--- config.mk ---
export PLATFORM = sky130hd
export DESIGN_NAME = key_speed_ctrl
export DESIGN_NICKNAME = d
export VERILOG_FILES = /design/src/rtl/key_speed_pkg.sv /design/src/rtl/key_filter.sv /design/src/rtl/key_speed_ctrl.sv
export SDC_FILE = /design/constraint.sdc
export NUM_CORES = 1
export LEC_CHECK = 0
export ABC_AREA = 1
export CAP_MARGIN = 5
export CORE_MARGIN = 2
export CORE_UTILIZATION = 58
export CTS_CLUSTER_SIZE = 16
export DETAILED_ROUTE_END_ITERATION = 8
export GPL_TIMING_DRIVEN = 0
export PLACE_DENSITY_LB_ADDON = 0.25
export REMOVE_ABC_BUFFERS = 1
export SYNTH_ARGS = -nofsm -noshare
export SYNTH_HDL_FRONTEND = slang
export SYNTH_SLANG_ARGS = --single-unit
export TNS_END_PERCENT = 10
--- constraint.sdc ---
create_clock -name clk -period 3.42 [get_ports clk]
set_input_delay 0.342 -clock clk [delete_from_list [all_inputs] [get_ports clk]]
set_output_delay 0.342 -clock clk [all_outputs]
set_load 0.1 [all_outputs]
--- src/rtl/key_speed_pkg.sv ---
// key_speed_pkg
// Shared definitions for the key-driven speed controller.
//   LVL_W           : width of the speed level
//   lvl_t           : speed level type (0..3)
//   CNT_MAX_L0..L3  : LED period terminal counts per level
//   filt_state_t    : key filter FSM state encoding
//   cnt_max_of()    : level -> terminal count lookup
package key_speed_pkg;

  localparam int LVL_W = 2;
  typedef logic [LVL_W-1:0] lvl_t;

  localparam lvl_t LVL_MIN = '0;
  localparam lvl_t LVL_MAX = '1;

  localparam logic [15:0] CNT_MAX_L0 = 16'd49_999;
  localparam logic [15:0] CNT_MAX_L1 = 16'd24_999;
  localparam logic [15:0] CNT_MAX_L2 = 16'd12_499;
  localparam logic [15:0] CNT_MAX_L3 = 16'd6_249;

  typedef enum logic [1:0] {
    ST_IDLE       = 2'd0,
    ST_PRESS_FILT = 2'd1,
    ST_HELD       = 2'd2,
    ST_REL_FILT   = 2'd3
  } filt_state_t;

  function automatic logic [15:0] cnt_max_of(input lvl_t lvl);
    case (lvl)
      2'd0:    return CNT_MAX_L0;
      2'd1:    return CNT_MAX_L1;
      2'd2:    return CNT_MAX_L2;
      default: return CNT_MAX_L3;
    endcase
  endfunction

endpackage

--- src/rtl/key_filter.sv ---
// key_filter
// Synchronizes one raw active-low key and debounces it; emits a single
// one-cycle pulse when a press has been stable for DEBOUNCE_CNT cycles.
// Releases are debounced the same way but produce no pulse.
//   clk         : rising-edge clock
//   rst         : synchronous active-high reset
//   key_n       : raw asynchronous key, active low
//   press_pulse : one-cycle pulse on an accepted press
module key_filter
  import key_speed_pkg::*;
#(
  parameter int DEBOUNCE_CNT = 1_000_000
) (
  input  logic clk,
  input  logic rst,
  input  logic key_n,
  output logic press_pulse
);

  localparam int                CNT_W    = $clog2(DEBOUNCE_CNT + 1);
  // Entering a filter state already accounts for one stable cycle, so the
  // transition fires while the counter shows the last of the remaining ones.
  localparam logic [CNT_W-1:0] CNT_LAST = CNT_W'(DEBOUNCE_CNT - 1);

  logic             r_sync1;
  logic             r_sync2;
  filt_state_t      r_state;
  filt_state_t      w_state_nxt;
  logic [CNT_W-1:0] r_cnt;
  logic [CNT_W-1:0] w_cnt_nxt;

  // Synchronizers idle at 1 (released) so a key held through reset is seen
  // as a fresh fall once reset lifts.
  // NOTE: sequential state uses non-blocking assignments so every flop
  // samples the pre-edge values of the others.
  always_ff @(posedge clk) begin
    if (rst) begin
      r_sync1 <= 1'b1;
      r_sync2 <= 1'b1;
      r_state <= ST_IDLE;
      r_cnt   <= '0;
    end else begin
      r_sync1 <= key_n;
      r_sync2 <= r_sync1;
      r_state <= w_state_nxt;
      r_cnt   <= w_cnt_nxt;
    end
  end

  // NOTE: every output of this block gets a default first, so no path can
  // leave a signal unassigned and infer a latch.
  always_comb begin
    w_state_nxt = r_state;
    w_cnt_nxt   = r_cnt + 1'b1;
    press_pulse = 1'b0;
    case (r_state)
      ST_IDLE: begin
        w_cnt_nxt = '0;
        if (!r_sync2) w_state_nxt = ST_PRESS_FILT;
      end
      ST_PRESS_FILT: begin
        if (r_sync2) begin
          w_state_nxt = ST_IDLE;
          w_cnt_nxt   = '0;
        end else if (r_cnt == CNT_LAST) begin
          w_state_nxt = ST_HELD;
          w_cnt_nxt   = '0;
          press_pulse = 1'b1;
        end
      end
      ST_HELD: begin
        w_cnt_nxt = '0;
        if (r_sync2) w_state_nxt = ST_REL_FILT;
      end
      ST_REL_FILT: begin
        if (!r_sync2) begin
          w_state_nxt = ST_HELD;
          w_cnt_nxt   = '0;
        end else if (r_cnt == CNT_LAST) begin
          w_state_nxt = ST_IDLE;
          w_cnt_nxt   = '0;
        end
      end
      default: begin
        w_state_nxt = ST_IDLE;
        w_cnt_nxt   = '0;
      end
    endcase
  end

endmodule

--- src/rtl/key_speed_ctrl.sv ---
// key_speed_ctrl
// Two debounced buttons step a 4-level speed setting up/down with
// saturation and publish the matching LED period terminal count.
//   clk         : rising-edge clock
//   rst         : synchronous active-high reset
//   key_up      : raw active-low "faster" button
//   key_dn      : raw active-low "slower" button
//   speed_lvl   : current speed level (registered)
//   cnt_max     : terminal count for the downstream LED counter (registered)
//   cnt_max_upd : one-cycle strobe when cnt_max actually changes
module key_speed_ctrl
  import key_speed_pkg::*;
#(
  parameter int DEBOUNCE_CNT = 1_000_000,
  parameter int RESET_LEVEL  = 0
) (
  input  logic             clk,
  input  logic             rst,
  input  logic             key_up,
  input  logic             key_dn,
  output logic [LVL_W-1:0] speed_lvl,
  output logic [15:0]      cnt_max,
  output logic             cnt_max_upd
);

  localparam lvl_t RST_LVL = lvl_t'(RESET_LEVEL);

  logic        w_up_pulse;
  logic        w_dn_pulse;
  lvl_t        w_lvl_nxt;
  lvl_t        r_speed_lvl;
  logic [15:0] r_cnt_max;
  logic        r_cnt_max_upd;

  key_filter #(.DEBOUNCE_CNT(DEBOUNCE_CNT)) u_filt_up (
    .clk         (clk),
    .rst         (rst),
    .key_n       (key_up),
    .press_pulse (w_up_pulse)
  );

  key_filter #(.DEBOUNCE_CNT(DEBOUNCE_CNT)) u_filt_dn (
    .clk         (clk),
    .rst         (rst),
    .key_n       (key_dn),
    .press_pulse (w_dn_pulse)
  );

  // Simultaneous up and down pulses cancel out.
  always_comb begin
    w_lvl_nxt = r_speed_lvl;
    case ({w_up_pulse, w_dn_pulse})
      2'b10:   if (r_speed_lvl != LVL_MAX) w_lvl_nxt = r_speed_lvl + 1'b1;
      2'b01:   if (r_speed_lvl != LVL_MIN) w_lvl_nxt = r_speed_lvl - 1'b1;
      default: w_lvl_nxt = r_speed_lvl;
    endcase
  end

  // Level, terminal count and strobe all register on the same edge, which
  // also keeps the outputs free of any combinational path from the keys.
  always_ff @(posedge clk) begin
    if (rst) begin
      r_speed_lvl   <= RST_LVL;
      r_cnt_max     <= cnt_max_of(RST_LVL);
      r_cnt_max_upd <= 1'b0;
    end else begin
      r_speed_lvl   <= w_lvl_nxt;
      r_cnt_max     <= cnt_max_of(w_lvl_nxt);
      r_cnt_max_upd <= (w_lvl_nxt != r_speed_lvl);
    end
  end

  assign speed_lvl   = r_speed_lvl;
  assign cnt_max     = r_cnt_max;
  assign cnt_max_upd = r_cnt_max_upd;

endmodule

==> summary.md, run 1 <==
| Metric | Value |
|---|---|
| Initial Util | `59.2%` |
| CTS H-tree depth | `3` |
| GR Overflow Total | `0` |
| Post-synth cell types | `30` |
| PD cells | `412 mW/mm^2` |
| Final min period | `3.02 ns` |
| Outcome | `finished, final reports clean` |
| Root buffer cell | `clkbuf_8` |
| Synth Area in Adders | `3.80%` |
| Slowest stage cell, crit path | `dfxtp_1` |
| CTS Buffer Depth | `2` |
| Clk pwr share | `47.3%` |
| Nets@finish | `455` |
| Max stage delay on crit path | `0.44 ns` |
| Clk_lat worst skew | `0.34 ns` |
| Synth Area in Compound Gates | `4.22%` |
| Fin Hold WS | `0.410 ns` |
| FMAX | `331 MHz` |
| Min-Delay Path Class | `register to register` |
| Sequential share of the synthesized area | `41.2%` |
| Main combinational cell family by area after synthesis | `simple AND/OR/NAND/NOR gates` |
| WP data arrival | `3.25 ns` |
| Mux share of post-synthesis cell area | `0%` |
| IO Pins | `23` |
| Worst-Margin Slew | `0.973 ns` |
| Slew Limit Fails | `0` |
| Place WS | `0.417 ns` |
| Rows | `26` |
| Die footprint | `0.00570 mm^2` |
| Hold-fix buffers, CTS | `0` |
| Placed Cells | `501` |
| Req. time, crit path | `3.65 ns` |
| Syn_area_per_cell | `7.04 um^2` |
| Design Area, Final | `0.00339 mm^2` |
| Reg power frac | `51.2%` |
| Clock transition at the registers of the reported paths | `0.07 ns` |
| Port bufs | `20` |
| Synth Instances | `421` |
| DRT Wirelength | `5400 um` |
| Fin. Hold Viols | `0` |
| Post-synth EDFFs | `0` |
| Top-count cell post-synth | `nor2_1` |
| Yosys top cell area share | `41.2%` |
| Worst setup path startpoint | `u_filt_up.r_cnt[0]` |
| P_int | `1.09 mW` |
| Max-Cap Viols | `0` |
| Synth area leaders | `dfxtp_1 41%, nor2_1 12%, nand2_1 12%` |
| Initial antenna violation count | `0` |
| Setup_tns | `0 ns` |
| Comb pwr share | `1.5%` |
| Fraction of layout cells with a size suffix above 1 | `8.50%` |
| Largest net degree at the start of global routing | `21` |
| Startpoint types | `register` |
| Synthesized cell area | `0.00296 mm^2` |
| Clock skew | `0.00768 ns` |
| Crit Path Class | `register to register` |
| Initial DRT Pass Iterations | `4` |
| First DRT Iteration DRCs | `133` |
| Fin crit share | `88.3%` |
| Design Power | `1.40 mW` |
| Number of synthesized register bits | `61` |
| Worst path cell trace | `ha_1 -> nand3_2 -> nor3_1 -> nand4_1 -> nor2_1 -> nand2_1 -> ha_1 -> inv_1 -> nand2_1 -> a21oi_1 -> inv_1 -> o21ai_0 -> inv_1 -> ha_1 -> or2_2` |
| First-pass GRT wire length | `9030 um` |
| Clock sinks | `61` |
| Sw frac | `21.6%` |
| Ys flop type | `dfxtp_1` |
| Ys async rst share | `0%` |
| DRC Markers | `0` |
| Reg2reg path depth | `15` |
| NetSw | `301 uW` |
| Slew HR | `34.9%` |
| Final WS setup | `0.399 ns` |
| Resize count post-CTS | `0` |
| FF-to-FF Start | `u_filt_up.r_cnt[0]` |
| Register-to-Register Setup Slack | `0.40 ns` |
| Crit Reg-Reg Endpoint | `cnt_max[9]` |
| Syn-to-layout area delta | `14.3%` |
| RSZ-0062 raised after global routing | `false` |
| Die W | `75.5 um` |
| VDD IR max | `0.416 mV` |
| CTS tree | `built` |
| XOR/XNOR share of the synthesized area | `5.61%` |
| WL/cell | `10.4 um` |
| Post-Synth Simple-Gate Area | `35.7%` |
| Vias in the first global route | `2206` |
| Vias | `2468` |
| Buffers inserted by post-CTS timing repair | `0` |
| Worst Setup End Kind | `register` |
| Library cell with the largest summed area after synthesis | `dfxtp_1` |
| Dpl hpwl | `3900 um` |
| Non-Filler Instances | `517` |
| Total track usage | `21.1%` |
| Synth top cells by count | `94 x nor2_1, 91 x nand2_1, 61 x dfxtp_1` |
| Area after DPL | `0.00318 mm^2` |
| Worst Path Max Fanout | `6` |
| CP endpoint | `cnt_max[9]` |
| Final setup violation count | `0` |
| Final core occ | `67.6%` |
| ANT nets after route | `0` |
| Yosys warns | `0` |
| Ant diodes | `0` |
| Die Ht | `75.5 um` |
| Routability cong. | `0.867` |
| Vias per cell | `4.77` |
| Leakage power | `1.26 nW` |
| Cts bufs inserted | `9` |
| Total core area | `0.00501 mm^2` |
[layout make-up]
class | instances | area, um^2
clock buffers | 11 | 151
clock inverters | 5 | 58.8
fillers | 451 | 1620
inverters | 53 | 199
multi-input cells | 297 | 1470
flip-flops and latches | 61 | 1220
well taps | 70 | 87.6
repair buffers | 20 | 200
[critical path: cells and delay by family (launching register included)]
family | cells | cell delay [ns]
compound gates | 2 | 0.33
flops | 1 | 0.44
buf+inv | 3 | 0.32
fa+ha+maj | 3 | 0.78
simple gates | 7 | 1.05
[layout by cell type, fill, tap and decap left out, types with 3 or more instances in the layout]
cell / count
nor2_1: 94
nand2_1: 91
dfxtp_1: 61
inv_1: 51
nand3_1: 22
clkdlybuf4s50_1: 20
xor2_1: 16
nand4_1: 13
clkbuf_8: 11
o21ai_0: 10
ha_1: 9
or2_2: 7
a21oi_1: 6
nor2_2: 5
nor3_1: 5
xnor2_1: 3
[worst min path at each step]
stage	slack, ns	to	startpoint	depth (start not counted)
after floorplan	0.39	u_filt_up.r_sync2	u_filt_up.r_sync1	1
after global placement	0.39	u_filt_dn.r_sync2	u_filt_dn.r_sync1	1
after detailed placement	0.40	u_filt_dn.r_sync2	u_filt_dn.r_sync1	1
after CTS	0.41	u_filt_dn.r_sync2	u_filt_dn.r_sync1	1
after global routing	0.42	u_filt_dn.r_sync2	u_filt_dn.r_sync1	1
final	0.41	u_filt_dn.r_sync2	u_filt_dn.r_sync1	1
[layer usage]
metal / GRT usage, % / vias to the layer above / share of wire (%)
li1: - / 1341 / -
met1: 23.3 / 1092 / 46
met2: 36.5 / 28 / 49
met3: 8.07 / 7 / 3.6
met4: 8.38 / 0 / 1.3
met5: 0 / - / 0
[logic make-up after synthesis]
family,count (synthesis)
simple gates,245
buf+inv,63
flops,61
compound gates,22
xor+xnor,19
fa+ha+maj,9
other cells,2
[power groups by stage]
stage          logic [mW]  clock network [mW]  registers, mW
4_1_cts            0.0212               0.675          0.715
3_3_place_gp       0.0210                   0          0.731
3_5_place_dp       0.0211                   0          0.731
6_report           0.0211               0.660          0.715
2_1_floorplan      0.0147                   0          0.730
5_1_grt            0.0228               0.702          0.715
[registers in the layout, summed over array words and instances, names as in the netlist, named ones only]
register / flops
u_filt_up.r_sync2: 1
cnt_max_upd: 1
u_filt_dn.r_sync1: 1
u_filt_dn.r_state: 1
u_filt_dn.r_sync2: 1
cnt_max: 10
u_filt_up.r_state: 1
u_filt_up.r_cnt: 20
speed_lvl: 2
u_filt_up.r_sync1: 1
u_filt_dn.r_cnt: 20
Power figures use the tool's default switching activity.
==> run 2, diff against run 1 <==
- CORE_UTILIZATION: 58 -> 40
==> summary.md, run 2 (synthesis results as in run 1) <==
| Metric | Value |
|---|---|
| Req. time, crit path | `3.65 ns` |
| Cts bufs inserted | `9` |
| Fin crit share | `89.4%` |
| Worst Setup End Kind | `register` |
| IO Pins | `23` |
| Hold-fix buffers, CTS | `0` |
| GR Overflow Total | `0` |
| Min-Delay Path Class | `register to register` |
| Setup_tns | `0 ns` |
| Vias | `2443` |
| Met1 Use GR | `18.5%` |
| Met3 usage | `5.20%` |
| Ant diodes | `0` |
| Total track usage | `14.8%` |
| Fraction of layout cells with a size suffix above 1 | `8.07%` |
| Initial antenna violation count | `0` |
| Resize count post-CTS | `0` |
| Vias in the first global route | `2333` |
| Die footprint | `0.00811 mm^2` |
| VDD IR max | `0.195 mV` |
| RSZ-0062 raised after global routing | `false` |
| PD cells | `381 mW/mm^2` |
| Buffers inserted by post-CTS timing repair | `0` |
| Startpoint types | `register` |
| Worst-Margin Slew | `0.975 ns` |
| ANT nets after route | `0` |
| Fin. Hold Viols | `0` |
| CTS tree | `built` |
| Slew Limit Fails | `0` |
| Port bufs | `20` |
| Initial DRT Pass Iterations | `4` |
| Leakage power | `1.24 nW` |
| Nets@finish | `455` |
| CTS Buffer Depth | `2` |
| Clock sinks | `61` |
| Vias per cell | `4.48` |
| WP data arrival | `3.28 ns` |
| Most frequent cells in the layout | `94 x nor2_1, 91 x nand2_1, 61 x dfxtp_1` |
| DRC Markers | `0` |
| Worst Path Max Fanout | `6` |
| Clock transition at the registers of the reported paths | `0.07 ns` |
| Die W | `90.1 um` |
| Rows | `31` |
| Outcome | `finished, final reports clean` |
| Final min period | `3.06 ns` |
| Die Ht | `90.1 um` |
| First DRT Iteration DRCs | `116` |
| Slew HR | `34.8%` |
| Largest net degree at the start of global routing | `21` |
| Root buffer cell | `clkbuf_8` |
| Global route hottest layer | `met2` |
| Clock skew | `0.00828 ns` |
| First-pass GRT wire length | `9950 um` |
| FMAX | `327 MHz` |
| Routability cong. | `0.858` |
| Max-Cap Viols | `0` |
| Design Power | `1.29 mW` |
| Dpl hpwl | `4000 um` |
| Clk_lat worst skew | `0.34 ns` |
| CTS H-tree depth | `3` |
| DRT Wirelength | `5440 um` |
| Initial Util | `41.1%` |
| WL/cell | `9.98 um` |
| Total core area | `0.00721 mm^2` |
| Most common cell after layout, fill and taps aside | `nor2_1` |
| Met2 usage | `23.7%` |
| Crit Path Class | `register to register` |
| Syn-to-layout area delta | `14.0%` |
| Final setup violation count | `0` |
[run 2: cell types whose count changed in the layout (fill, tap and decap cells not counted)]
| cell | delta |
|---|---|
| bufinv_16 | -1 |
| clkbuf_1 | +1 |
| clkbuf_8 | -1 |
| clkinv_2 | +1 |
| clkinv_4 | -1 |
[run 2: where the power goes]
part	internal, mW	total (mW)	switching [mW]
clock	0.276	0.553	0.277
combinational	0.00552	0.0212	0.0156
sequential	0.713	0.715	0.00167
[run 2: final cells by class]
cell class,count,area [um^2]
Sequential cell,61,1220
Inverter,53,199
Multi-Input combinational cell,297,1470
Fill cell,759,3830
Tap cell,99,124
Timing Repair Buffer,20,200
Clock inverter,4,25.0
Clock buffer,11,141
[run 2: layer usage]
layer | vias to the layer above | wire [um] | share of wire (%)
met2 | 24 | 2430 | 45
met4 | 0 | 93 | 1.7
met3 | 9 | 177 | 3.3
met5 | - | 0 | 0
li1 | 1336 | - | -
met1 | 1074 | 2740 | 50
[run 2: worst paths after layout]
check / slack (ns) / depth (start not counted) / startpoint / end
min: 0.41 / 1 / u_filt_dn.r_sync1 / u_filt_dn.r_sync2
max reg2reg: 0.36 / 15 / u_filt_up.r_cnt[0] / cnt_max[9]
min reg2reg: 0.41 / 1 / u_filt_dn.r_sync1 / u_filt_dn.r_sync2
max: 0.36 / 15 / u_filt_up.r_cnt[0] / cnt_max[9]
[run 2: critical path: stages, from the launching register on]
cell     delay [ns]
dfxtp_1        0.44
ha_1           0.24
nand3_2        0.17
nor3_1         0.24
nand4_1        0.13
nor2_1         0.10
nand2_1        0.07
ha_1           0.31
inv_1          0.09
nand2_1        0.05
a21oi_1        0.16
inv_1          0.07
o21ai_0        0.20
inv_1          0.16
ha_1           0.22
or2_2          0.29
[run 2: metrics by stage]
stage          cell area [um^2]  worst slack (ns)  instances  hold slack, ns  util (%)
2_1_floorplan              2890             0.773        411           0.389         -
3_3_place_gp               3210             0.430        530           0.397      44.5
3_5_place_dp               3210             0.362        530           0.400      44.5
4_1_cts                    3380             0.358        545           0.418      46.8
5_1_grt                    3380           0.00514        545           0.423      46.8
6_report                   3380             0.363        545           0.413      46.8
==> run 3, diff against run 2 <==
- CTS_CLUSTER_DIAMETER: unset -> 40
- PLACE_DENSITY: unset -> 0.58
- PLACE_DENSITY_LB_ADDON: 0.25 -> unset
==> summary.md, run 3 (synthesis results as in run 1) <==
| Metric | Value |
|---|---|
| Req. time, crit path | `3.65 ns` |
| Worst Path Max Fanout | `6` |
| CTS tree | `built` |
| WP data arrival | `3.27 ns` |
| Die W | `90.1 um` |
| Largest net degree at the start of global routing | `21` |
| Design Area, Final | `0.00340 mm^2` |
| Vias in the first global route | `2360` |
| Ant diodes | `0` |
| Outcome | `finished, final reports clean` |
| Die footprint | `0.00811 mm^2` |
| RSZ-0062 raised after global routing | `false` |
| Reg2reg path depth | `15` |
| Fin Hold WS | `0.421 ns` |
| Nets@finish | `455` |
| Worst Setup End Kind | `register` |
| Buffers inserted by post-CTS timing repair | `0` |
| Clock sinks | `61` |
| Rows | `31` |
| DRC Markers | `0` |
| Worst hold stages | `1` |
| Clock skew | `0.00922 ns` |
| Final WS setup | `0.373 ns` |
| Initial Util | `41.1%` |
| Fraction of layout cells with a size suffix above 1 | `8.50%` |
| Design Power | `1.32 mW` |
| Fin. Hold Viols | `0` |
| Final core occ | `47.1%` |
| Total track usage | `15.1%` |
| Most common cell after layout, fill and taps aside | `nor2_1` |
| GR Overflow Total | `0` |
| Min-Delay Path Class | `register to register` |
| FMAX | `328 MHz` |
| Dpl hpwl | `3980 um` |
| DRT Wirelength | `5480 um` |
| Resize count post-CTS | `0` |
| Most frequent cells in the layout | `94 x nor2_1, 91 x nand2_1, 61 x dfxtp_1` |
| Vias per cell | `4.48` |
| Cts bufs inserted | `9` |
| First DRT Iteration DRCs | `108` |
| Fin crit share | `89.1%` |
| Vias | `2447` |
| Final setup violation count | `0` |
| Crit Path Class | `register to register` |
| Worst-Margin Slew | `0.970 ns` |
| Hold-fix buffers, CTS | `0` |
| Initial antenna violation count | `0` |
| Clk_lat worst skew | `0.33 ns` |
| Routability cong. | `0.860` |
| Port bufs | `20` |
| Initial DRT Pass Iterations | `4` |
| IO Pins | `23` |
| Startpoint types | `register` |
| Slew Limit Fails | `0` |
| Syn-to-layout area delta | `14.6%` |
| PD cells | `389 mW/mm^2` |
| Max-Cap Viols | `0` |
| VDD IR max | `0.250 mV` |
| Die Ht | `90.1 um` |
| Slew HR | `35.1%` |
| Area after DPL | `0.00321 mm^2` |
| Setup_tns | `0 ns` |
| First-pass GRT wire length | `10200 um` |
| # fillers | `745` |
| Place WS | `0.409 ns` |
| WL/cell | `10.0 um` |
| Leakage power | `1.25 nW` |
| Clock transition at the registers of the reported paths | `0.08 ns` |
| ANT nets after route | `0` |
| CTS Buffer Depth | `2` |
| Final min period | `3.05 ns` |
| Root buffer cell | `clkbuf_8` |
| CTS H-tree depth | `3` |
| Non-Filler Instances | `546` |
| Placed Cells | `530` |
| Total core area | `0.00721 mm^2` |
==> run 3: cell types whose count changed in the layout (fill, tap and decap cells not counted), sizes merged <==
cell,delta
clkbuf,-1
inv,+2
==> run 3: report_power, final <==
group	internal (mW)	switching, mW	leakage, nW
clock	0.287	0.299	0.0893
combinational	0.00552	0.0155	0.666
sequential	0.713	0.00156	0.492
==> run 3: worst max-delay path, stage by stage (launching register included) <==
cell     delay, ns
dfxtp_1       0.44
ha_1          0.23
nand3_2       0.17
nor3_1        0.24
nand4_1       0.13
nor2_1        0.10
nand2_1       0.08
ha_1          0.31
inv_1         0.09
nand2_1       0.05
a21oi_1       0.16
inv_1         0.07
o21ai_0       0.21
inv_1         0.16
ha_1          0.23
or2_2         0.29
==> run 3: final timing paths <==
kind	slack [ns]	start	to
setup / recovery	0.37	u_filt_up.r_cnt[0]	cnt_max[9]
hold / removal	0.42	u_filt_dn.r_sync1	u_filt_dn.r_sync2
hold reg to reg	0.42	u_filt_dn.r_sync1	u_filt_dn.r_sync2
setup reg to reg	0.37	u_filt_up.r_cnt[0]	cnt_max[9]
==> run 3: cell type report <==
| cell class | instances | area [um^2] | area share, % |
|---|---|---|---|
| clock inverters | 6 | 46.3 | 1.36 |
| repair buffers | 20 | 200 | 5.89 |
| multi-input cells | 297 | 1470 | 43.2 |
| flip-flops and latches | 61 | 1220 | 35.9 |
| inverters | 53 | 199 | 5.86 |
| clock buffers | 10 | 138 | 4.05 |
| well taps | 99 | 124 | 3.65 |
==> run 3: per-layer routing <==
metal  track usage (%)  share of wire (%)  up-vias
met5                 0                  0        -
met4              5.77               0.82        0
met3              4.27                2.5        6
met2              24.9                 45       24
met1              18.8                 52     1079
li1                  -                  -     1338
